### src/rtl/div32x32_iter_if.sv
// rtl/div32x32_iter_if.sv - start/busy handshake and operand/result bundle for div32x32_iter
// Optional signed_op member is present when DIV32X32_SIGNED_EN is defined.
interface div32x32_iter_if;
  logic        start;
  logic [31:0] a;
  logic [31:0] b;
`ifdef DIV32X32_SIGNED_EN
  logic        signed_op;
`endif
  logic        busy;
  logic [31:0] quotient;
  logic [31:0] remainder;
  logic        div_by_zero;

  modport master (
`ifdef DIV32X32_SIGNED_EN
    output signed_op,
`endif
    output start, a, b,
    input  busy, quotient, remainder, div_by_zero
  );

  modport slave (
`ifdef DIV32X32_SIGNED_EN
    input  signed_op,
`endif
    input  start, a, b,
    output busy, quotient, remainder, div_by_zero
  );
endinterface

### src/rtl/div32x32_iter.sv
// rtl/div32x32_iter.sv - iterative 32/32 restoring divider, RADIX_BITS quotient bits per cycle
// Signed operation (signed_op, FIXUP state) is enabled by defining DIV32X32_SIGNED_EN.
module div32x32_iter #(
  parameter int RADIX_BITS = 1
) (
  input  logic           clk,
  input  logic           reset,
  div32x32_iter_if.slave bus
);
  localparam int         N    = 32 / RADIX_BITS;
  localparam logic [4:0] LAST = 5'(N - 1);

`ifdef DIV32X32_SIGNED_EN
  typedef enum logic [1:0] {IDLE, CALC, FIXUP, DONE} state_t;
`else
  typedef enum logic [1:0] {IDLE, CALC, DONE} state_t;
`endif

  state_t      state, state_nxt;
  logic [4:0]  count;
  logic [32:0] rem_q;
  logic [31:0] dvd_q;
  logic [31:0] dvs_q;
  logic [31:0] a_q;
  logic        dz_q;
  logic [31:0] quotient_q;
  logic [31:0] remainder_q;
  logic        div_by_zero_q;
  logic [31:0] a_mag, b_mag;
  logic [64:0] step1, step2;
  logic [32:0] rem_nxt;
  logic [31:0] dvd_nxt;
`ifdef DIV32X32_SIGNED_EN
  logic        signed_q;
  logic        neg_quo_q;
  logic        neg_rem_q;
`endif

  // One restoring step: returns {new partial remainder, dividend shifted with quotient bit in LSB}.
  function automatic logic [64:0] div_step(input logic [32:0] rem, input logic [31:0] dq,
                                           input logic [31:0] d);
    logic [33:0] sh;
    logic [34:0] diff;
    sh   = {rem, dq[31]};
    diff = {1'b0, sh} - {3'b000, d};
    if (diff[34:33] == 2'b00) return {diff[32:0], dq[30:0], 1'b1};
    else                      return {sh[32:0], dq[30:0], 1'b0};
  endfunction

  always_comb begin
    step1 = div_step(rem_q, dvd_q, dvs_q);
    step2 = div_step(step1[64:32], step1[31:0], dvs_q);
    {rem_nxt, dvd_nxt} = (RADIX_BITS == 2) ? step2 : step1;
  end

  always_comb begin
    a_mag = bus.a;
    b_mag = bus.b;
`ifdef DIV32X32_SIGNED_EN
    if (bus.signed_op && bus.a[31]) a_mag = -bus.a;
    if (bus.signed_op && bus.b[31]) b_mag = -bus.b;
`endif
  end

  always_ff @(posedge clk or posedge reset) begin
    if (reset) state <= IDLE;
    else       state <= state_nxt;
  end

  always_comb begin
    state_nxt = state;
    case (state)
      IDLE: if (bus.start) state_nxt = (bus.b == 32'd0) ? DONE : CALC;
      CALC: if (count == 5'd0) begin
`ifdef DIV32X32_SIGNED_EN
        state_nxt = signed_q ? FIXUP : DONE;
`else
        state_nxt = DONE;
`endif
      end
`ifdef DIV32X32_SIGNED_EN
      FIXUP: state_nxt = DONE;
`endif
      DONE:    state_nxt = IDLE;
      default: state_nxt = IDLE;
    endcase
  end

  always_ff @(posedge clk or posedge reset) begin
    if (reset) begin
      count         <= 5'd0;
      rem_q         <= 33'd0;
      dvd_q         <= 32'd0;
      dvs_q         <= 32'd0;
      a_q           <= 32'd0;
      dz_q          <= 1'b0;
      quotient_q    <= 32'd0;
      remainder_q   <= 32'd0;
      div_by_zero_q <= 1'b0;
`ifdef DIV32X32_SIGNED_EN
      signed_q      <= 1'b0;
      neg_quo_q     <= 1'b0;
      neg_rem_q     <= 1'b0;
`endif
    end else begin
      case (state)
        IDLE: if (bus.start) begin
          a_q   <= bus.a;
          dvd_q <= a_mag;
          dvs_q <= b_mag;
          rem_q <= 33'd0;
          count <= LAST;
          dz_q  <= (bus.b == 32'd0);
`ifdef DIV32X32_SIGNED_EN
          signed_q  <= bus.signed_op;
          neg_quo_q <= bus.signed_op && (bus.a[31] ^ bus.b[31]);
          neg_rem_q <= bus.signed_op && bus.a[31];
`endif
        end
        CALC: begin
          rem_q <= rem_nxt;
          dvd_q <= dvd_nxt;
          count <= count - 5'd1;
        end
`ifdef DIV32X32_SIGNED_EN
        // Truncating division: quotient sign from operand signs, remainder follows the dividend.
        FIXUP: begin
          if (neg_quo_q) dvd_q <= -dvd_q;
          if (neg_rem_q) rem_q <= {1'b0, -rem_q[31:0]};
        end
`endif
        DONE: begin
          if (dz_q) begin
            quotient_q    <= 32'hFFFF_FFFF;
            remainder_q   <= a_q;
            div_by_zero_q <= 1'b1;
          end else begin
            quotient_q    <= dvd_q;
            remainder_q   <= rem_q[31:0];
            div_by_zero_q <= 1'b0;
          end
        end
        default: ;
      endcase
    end
  end

  assign bus.busy        = (state != IDLE);
  assign bus.quotient    = quotient_q;
  assign bus.remainder   = remainder_q;
  assign bus.div_by_zero = div_by_zero_q;
endmodule

### src/flat_wrapper.sv
// flat-port wrapper written by rule: the top's interface ports become plain ports
module div32x32_iter_flat 
#(
  parameter int RADIX_BITS = 1
)
  (clk, reset, bus_start, bus_a, bus_b, bus_busy, bus_quotient, bus_remainder, bus_div_by_zero);
  div32x32_iter_if bus_i ();
  input  logic clk;
  input  logic reset;
  input wire logic [$bits(bus_i.start)-1:0] bus_start;
  input wire logic [$bits(bus_i.a)-1:0] bus_a;
  input wire logic [$bits(bus_i.b)-1:0] bus_b;
  output wire logic [$bits(bus_i.busy)-1:0] bus_busy;
  output wire logic [$bits(bus_i.quotient)-1:0] bus_quotient;
  output wire logic [$bits(bus_i.remainder)-1:0] bus_remainder;
  output wire logic [$bits(bus_i.div_by_zero)-1:0] bus_div_by_zero;
  assign bus_i.start = bus_start;
  assign bus_i.a = bus_a;
  assign bus_i.b = bus_b;
  assign bus_busy = bus_i.busy;
  assign bus_quotient = bus_i.quotient;
  assign bus_remainder = bus_i.remainder;
  assign bus_div_by_zero = bus_i.div_by_zero;
  div32x32_iter #(.RADIX_BITS(RADIX_BITS)) u_core (.clk(clk), .reset(reset), .bus(bus_i));
endmodule
### config.mk
export PLATFORM = sky130hd
export DESIGN_NAME = div32x32_iter_flat
export DESIGN_NICKNAME = d
export VERILOG_FILES = /design/src/rtl/div32x32_iter_if.sv /design/src/rtl/div32x32_iter.sv /design/src/flat_wrapper.sv
export SDC_FILE = /design/constraint.sdc
export NUM_CORES = 1
export LEC_CHECK = 0
export CELL_PAD_IN_SITES_DETAIL_PLACEMENT = 0
export CELL_PAD_IN_SITES_GLOBAL_PLACEMENT = 2
export CORE_MARGIN = 4
export CORE_UTILIZATION = 34
export CTS_CLUSTER_DIAMETER = 50
export DETAILED_ROUTE_END_ITERATION = 16
export GPL_TIMING_DRIVEN = 0
export PLACE_DENSITY_LB_ADDON = 0.1
export REMOVE_ABC_BUFFERS = 1
export SETUP_SLACK_MARGIN = 0.1
export SYNTH_ARGS = -nofsm -noshare
export SYNTH_HDL_FRONTEND = slang
export SYNTH_SLANG_ARGS = --single-unit
### constraint.sdc
create_clock -name clk -period 8 [get_ports clk]
set_input_delay 0.8 -clock clk [delete_from_list [all_inputs] [get_ports clk]]
set_output_delay 0.8 -clock clk [all_outputs]
set_load 0.05 [all_outputs]
=== Word level (Yosys, flattened, before mapping) ===
Index checks and enable logic that the tools add are counted.

* Flip-flop bits (word level): 202
* Input bits: 67
* Output and inout bits: 66
* Logic and storage cells: 39

* Add/sub/neg operators: 2
* Equality and inequality tests: 4
* Mux-type cells: 14
* Reductions and logical operators: 9

{| class="wikitable"
|+ Operator list
! cell !! count
|-
| 2-to-1 mux 32 bit || 3
|-
| one-hot mux 33 bit (2 select lines) || 1
|-
| 2-to-1 mux 65 bit || 1
|-
| one-hot mux 32 bit (2 select lines) || 1
|-
| subtractor 34 x 32 -> 35 bit || 1
|-
| 2-to-1 mux 33 bit || 1
|-
| logical NOT 32 bit || 1
|-
| one-hot mux 5 bit (2 select lines) || 1
|-
| 2-to-1 mux 2 bit || 3
|-
| AND reduction 2 bit || 3
|-
| logical NOT 5 bit || 1
|-
| 2-to-1 mux 5 bit || 1
|-
| subtractor 5 x 1 -> 5 bit, second input constant || 1
|-
| logical NOT 2 bit || 2
|-
| one-hot mux 2 bit (2 select lines) || 1
|-
| nonzero test 2 bit || 2
|-
| equality test 2 x 1 -> 1 bit, second input constant || 1
|-
| equality test 2 bit, second input constant || 1
|-
| != test 2 x 1 -> 1 bit, second input constant || 1
|-
| != test 2 bit, second input constant || 1
|-
| 2-to-1 mux 1 bit || 1
|}

=== Logic depth before layout (Yosys ltp) ===
* Depth in word-level cells: 4
* Mapped depth: 13
* Gate-level depth less buffers: 12

=== Worst setup path after synthesis ===
No wires, ideal clock.

* Kind: reg-to-reg
* Start point: register u_core.rem_q[5]
* End point: register u_core.rem_q[18]
* Setup time: 135 ps
* Arrival: 2607 ps
* Required time: 7865 ps
* Path slack: 5258 ps
* Cell stages (with the launch flop): 12
* Buffers on the path: 1
* Period minus slack after synthesis: 2742 ps
* Path through: dfrtp_1 ha_1 o21ai_2 a2111oi_4 o211ai_1 o211ai_2 o21ai_2 o31ai_4 mux2i_4 buf_4 mux2i_1 o21ai_0

* Word-level cells in the longest chain between the ends: 4

{| class="wikitable"
|+ RTL lines
! what !! RTL line !! text
|-
| start, declared || div32x32_iter.sv:21 || <nowiki>logic [32:0] rem_q;</nowiki>
|-
| start signal, assigned || div32x32_iter.sv:121 || <nowiki>rem_q <= rem_nxt;</nowiki>
|-
| subtractor 34 x 32 -> 35 bit (*) || div32x32_iter.sv:45 || <nowiki>diff = {1'b0, sh} - {3'b000, d};</nowiki>
|-
| logical NOT 2 bit || div32x32_iter.sv:46 || <nowiki>if (diff[34:33] == 2'b00) return {diff[32:0], dq[30:0], 1'b1};</nowiki>
|-
| 2-to-1 mux 65 bit (*) || div32x32_iter.sv:46 ||
|-
| one-hot mux 33 bit (2 select lines) (*) || div32x32_iter.sv:106 || <nowiki>case (state)</nowiki>
|}

Mark *: on every way between the ends. The rest lies on a longest branch, timed or not.
A chain may end at the register's enable or synchronous reset.

=== Final worst setup path ===
* Start point: register u_core.dvd_q[31]
* End point: register u_core.rem_q[31]

* Word-level cells in the longest chain between the ends: 4

{| class="wikitable"
|+ RTL lines
! what !! RTL line !! text
|-
| start, declared || div32x32_iter.sv:22 || <nowiki>logic [31:0] dvd_q;</nowiki>
|-
| start signal, assigned || div32x32_iter.sv:109 || <nowiki>dvd_q <= a_mag;</nowiki>
|-
| start signal, assigned || div32x32_iter.sv:122 || <nowiki>dvd_q <= dvd_nxt;</nowiki>
|-
| subtractor 34 x 32 -> 35 bit (*) || div32x32_iter.sv:45 ||
|-
| logical NOT 2 bit || div32x32_iter.sv:46 ||
|-
| 2-to-1 mux 65 bit (*) || div32x32_iter.sv:46 ||
|-
| one-hot mux 33 bit (2 select lines) (*) || div32x32_iter.sv:106 ||
|}

Marks and branches as above.

==> summary.md <==
| Metric | Value |
|---|---|
| Synthesis-to-finish area growth | `26.4%` |
| VDD IR max | `0.159 mV` |
| Max Clk Rate | `roughly 290 MHz` |
| Initial Util | `approximately a third` |
| Switch share | `a little under half` |
| Pre-CTS setup slack | `between 4000 and 5000 ps` |
| Top FF cell, synth | `dfrtp_1` |
| Die Y | `around 180 µm` |
| Pint | `between 3 and 4 mW` |
| #FFs+latches synth | `202` |
| Drt wl/cell | `around 17 µm` |
| Hold wc startpoint | `u_core.bus.quotient[29]$_DFFE_PP0N_` |
| Post-Syn Area | `roughly 0.010 mm²` |
| Htree depth | `1` |
| Core Rows | `63` |
| CTS tree | `done` |
| Logic pwr share | `approximately 53%` |
| Antenna Nets Post-Route | `0` |
| Synth top area share | `between 40% and 50%` |
| Ports | `133` |
| Placer congestion estimate | `about 0.84` |
| Post-synthesis sequential area ratio | `approximately half` |
| Overall routing resource usage | `17.0%` |
| Ant diodes | `0` |
| RSZ-0062 raised after global routing | `no` |
| First-pass detailed-route iteration total | `5` |
| Worst path bufs/invs | `3` |
| Top delay family on crit path | `compound AO/OA/AOI/OAI gates` |
| Worst-path clk slew | `roughly 60 ps` |
| Worst Setup SP | `u_core.dvd_q[31]$_DFFE_PP0P_` |
| Area of the die | `~0.033 mm²` |
| Die width | `183 µm` |
| Area contributors post-synth | `dfrtp_1 49%, nand2_1 11%, o21ai_0 6.4%` |
| Crit-path max cell delay | `490 ps` |
| Lkg Pwr | `approximately 5.9 nW` |
| Synth warn | `0` |
| Tcrit/Tclk final | `a little over two fifths` |
| Final HPWL DP | `between 20 and 25 mm` |
| Worst Setup Start Kind | `flip-flop` |
| Crit path cell chain | `inv_1 > ha_1 > fa_1 > nor2b_1 > o31a_1 > o211ai_1 > a21o_1 > a21oi_4 > o2bb2ai_2 > mux2i_4 > buf_16 > buf_16 > nand2b_1 > o21ai_1` |
| Final setup vio count | `0` |
| Max-slew headroom | `14.8%` |
| Clock tree buffer depth | `3` |
| Final Skew | `roughly 13 ps` |
| Gr ovfl total | `0` |
| Final setup TNS | `0 ps` |
| CTS Buf Count | `27` |
| Total power | `~6.5 mW` |
| Core box area | `roughly 0.03 mm²` |
| Vias in the first global route | `about 8000` |
| Data arrival time at the worst-slack endpoint | `approximately 3900 ps` |
| Largest net degree at the start of global routing | `117` |
| Slew @ Worst Pin | `around 1300 ps` |
| Hold_buf cts | `0` |
| Clk_lat worst skew | `between 500 and 600 ps` |
| Power share of the clock group | `around a fifth` |
| Max cap viols | `0` |
| Crit. End Element | `flip-flop` |
| Psw | `2.94 mW` |
| Crit Path Category | `reg -> reg` |
| Placed cell areas | `0.0122 mm²` |
| Ys async rst share | `100%` |
| First-pass GRT wire length | `46.5 mm` |
| WP data required | `about 8400 ps` |
| Fin util | `between 40% and 50%` |
| Final Non-Filler Cells | `1684` |
| CP max FO | `27` |
| Synth Instances | `1172` |
| Placed insts | `1635` |
| Nets | `1376` |
| Design Area, Final | `0.0131 mm²` |
| Syn_area_per_cell | `between 8 and 9 µm²` |
| Post CTS Setup Buffer Count | `0` |
| Layout cells sized above 1 | `6.26%` |
| Worst-path cell with the longest stage delay | `dfrtp_1` |
| Initial DRC Count | `between 500 and 600` |
| Outcome | `completed` |
| Worst setup margin | `4530 ps` |
| Hold/Removal Path Class | `reg -> reg` |
| Final Critical Period | `approximately 3500 ps` |
| Pwr/cell area | `between 400 and 500 mW/mm²` |
| Buffers on Ports | `132` |
| Hold_ws | `~470 ps` |
| Resized cells post-CTS | `0` |
| Post-DR vias/cell | `~4.9` |
| Sequential share of power | `approximately 29%` |
| Final Max Tran Viols | `0` |
| EDFF count, synth | `0` |
| RR Startpoint | `u_core.dvd_q[31]$_DFFE_PP0P_` |
| Num Clock Sinks | `202` |
| Hold violation total from the final report | `0` |
| Initial antenna violation count | `0` |
| Most numerous cell on the critical path | `buf_16` |
| Clock root buffer master | `clkbuf_16` |
| Netlist cell types | `65` |
| # DRC | `0` |
| Post-synth top area cell | `dfrtp_1` |
| Total number of vias | `8282` |
| Aggregate routed wire length | `between 20 and 30 mm` |
## synth_stat cells (5+ instances only)
library cell	n
a21o_1	12
nor3_1	8
nand2_1	291
o21ai_1	12
xnor2_1	17
ha_1	34
nor2b_1	6
nand3_1	26
nor2_1	75
and3_1	5
dfrtp_1	202
nand2b_1	6
a22oi_1	18
a211oi_1	5
clkbuf_1	65
a21oi_1	31
nor4_1	11
a32oi_1	7
o21ai_0	132
inv_1	48
a31oi_1	16
o311ai_1	15
o21bai_1	7
xor2_1	12
mux2i_1	42
## layer usage
| metal | track usage, % | share of wire (%) | vias up |
|---|---|---|---|
| li1 | - | - | 4259 |
| met1 | 27.4 | 53 | 3851 |
| met2 | 24.8 | 42 | 140 |
| met3 | 2.08 | 3.7 | 32 |
| met4 | 2.86 | 1.3 | 0 |
| met5 | 0 | 0 | - |
## cells by family after synthesis
kind of cell / Yosys count / synth area share, %
mux: 44 / 4.37
simple gates: 450 / 18.0
buf+inv: 121 / 4.44
xor+xnor: 29 / 2.44
compound gates: 291 / 17.8
flops: 202 / 48.7
fa+ha+maj: 35 / 4.29
## sequential cells by signal, indices dropped and copies added, names as in the netlist
name	flops
u_core.count	5
u_core.bus.div_by_zero	1
u_core.a_q	32
u_core.state	2
u_core.rem_q	33
u_core.dz_q	1
u_core.bus.quotient	32
u_core.dvd_q	32
u_core.bus.remainder	32
u_core.dvs_q	32
## cells in the final DEF (no fill, tap or decap), types with 5 or more instances in the layout
| cell type | Yosys | layout |
|---|---|---|
| a211oi_1 | 5 | 5 |
| a21o_1 | 12 | 12 |
| o21bai_1 | 7 | 7 |
| clkdlybuf4s50_1 | 0 | 132 |
| nand3_1 | 26 | 26 |
| ha_1 | 34 | 34 |
| o21ai_0 | 132 | 132 |
| nor2_1 | 75 | 74 |
| and3_1 | 5 | 5 |
| o311ai_1 | 15 | 15 |
| clkbuf_16 | 0 | 27 |
| nor4_1 | 11 | 11 |
| nor3_1 | 8 | 8 |
| buf_16 | 0 | 6 |
| o21ai_1 | 12 | 12 |
| clkbuf_1 | 65 | 5 |
| inv_1 | 48 | 47 |
| nor2b_1 | 6 | 5 |
| a22oi_1 | 18 | 18 |
| a31oi_1 | 16 | 16 |
| mux2i_1 | 42 | 42 |
| buf_6 | 0 | 5 |
| a21oi_1 | 31 | 31 |
| dfrtp_1 | 202 | 201 |
| a32oi_1 | 7 | 7 |
| nand2_1 | 291 | 291 |
| xnor2_1 | 17 | 17 |
| xor2_1 | 12 | 12 |
## power by group through the flow
stage / registers, mW / clock network (mW) / logic, mW
6_report: 1.86 / 1.21 / 3.41
5_1_grt: 1.93 / 1.29 / 3.79
3_5_place_dp: 1.88 / 0 / 3.44
4_1_cts: 1.87 / 1.25 / 3.45
2_1_floorplan: 2.27 / 0 / 1.92
3_3_place_gp: 1.92 / 0 / 3.31
## path summary, 6_finish.rpt
kind / endpoint / slack (ps) / depth (start not counted)
max: u_core.rem_q[31]$_DFFE_PP0P_ / 4530 / 14
min: u_core.bus.quotient[29]$_DFFE_PP0N_ / 470 / 2
max reg2reg: u_core.rem_q[31]$_DFFE_PP0P_ / 4530 / 14
min reg2reg: u_core.bus.quotient[29]$_DFFE_PP0N_ / 470 / 2
max in group asynchronous: u_core.dvs_q[11]$_DFFE_PP0P_ / 6250 / 3
min in group asynchronous: u_core.bus.quotient[29]$_DFFE_PP0N_ / 830 / 2
## worst reg2reg max path, cell delays in order, from the launching register on
cell and delay, ps:
dfrtp_1 490, inv_1 90, ha_1 220, fa_1 420, nor2b_1 160, o31a_1 210
o211ai_1 160, a21o_1 260, a21oi_4 230, o2bb2ai_2 160, mux2i_4 160, buf_16 210
buf_16 190, nand2b_1 260, o21ai_1 170
## layout make-up
cell class              instances  area [µm²]
clock buffers                  36         749
clock inverters                13         160
inverters                      48         188
flip-flops and latches        202        5060
repair buffers                146        1590
well taps                     390         488
multi-input cells             849        4900
fillers                      2955       16700
(Power assumes the default switching activity.)
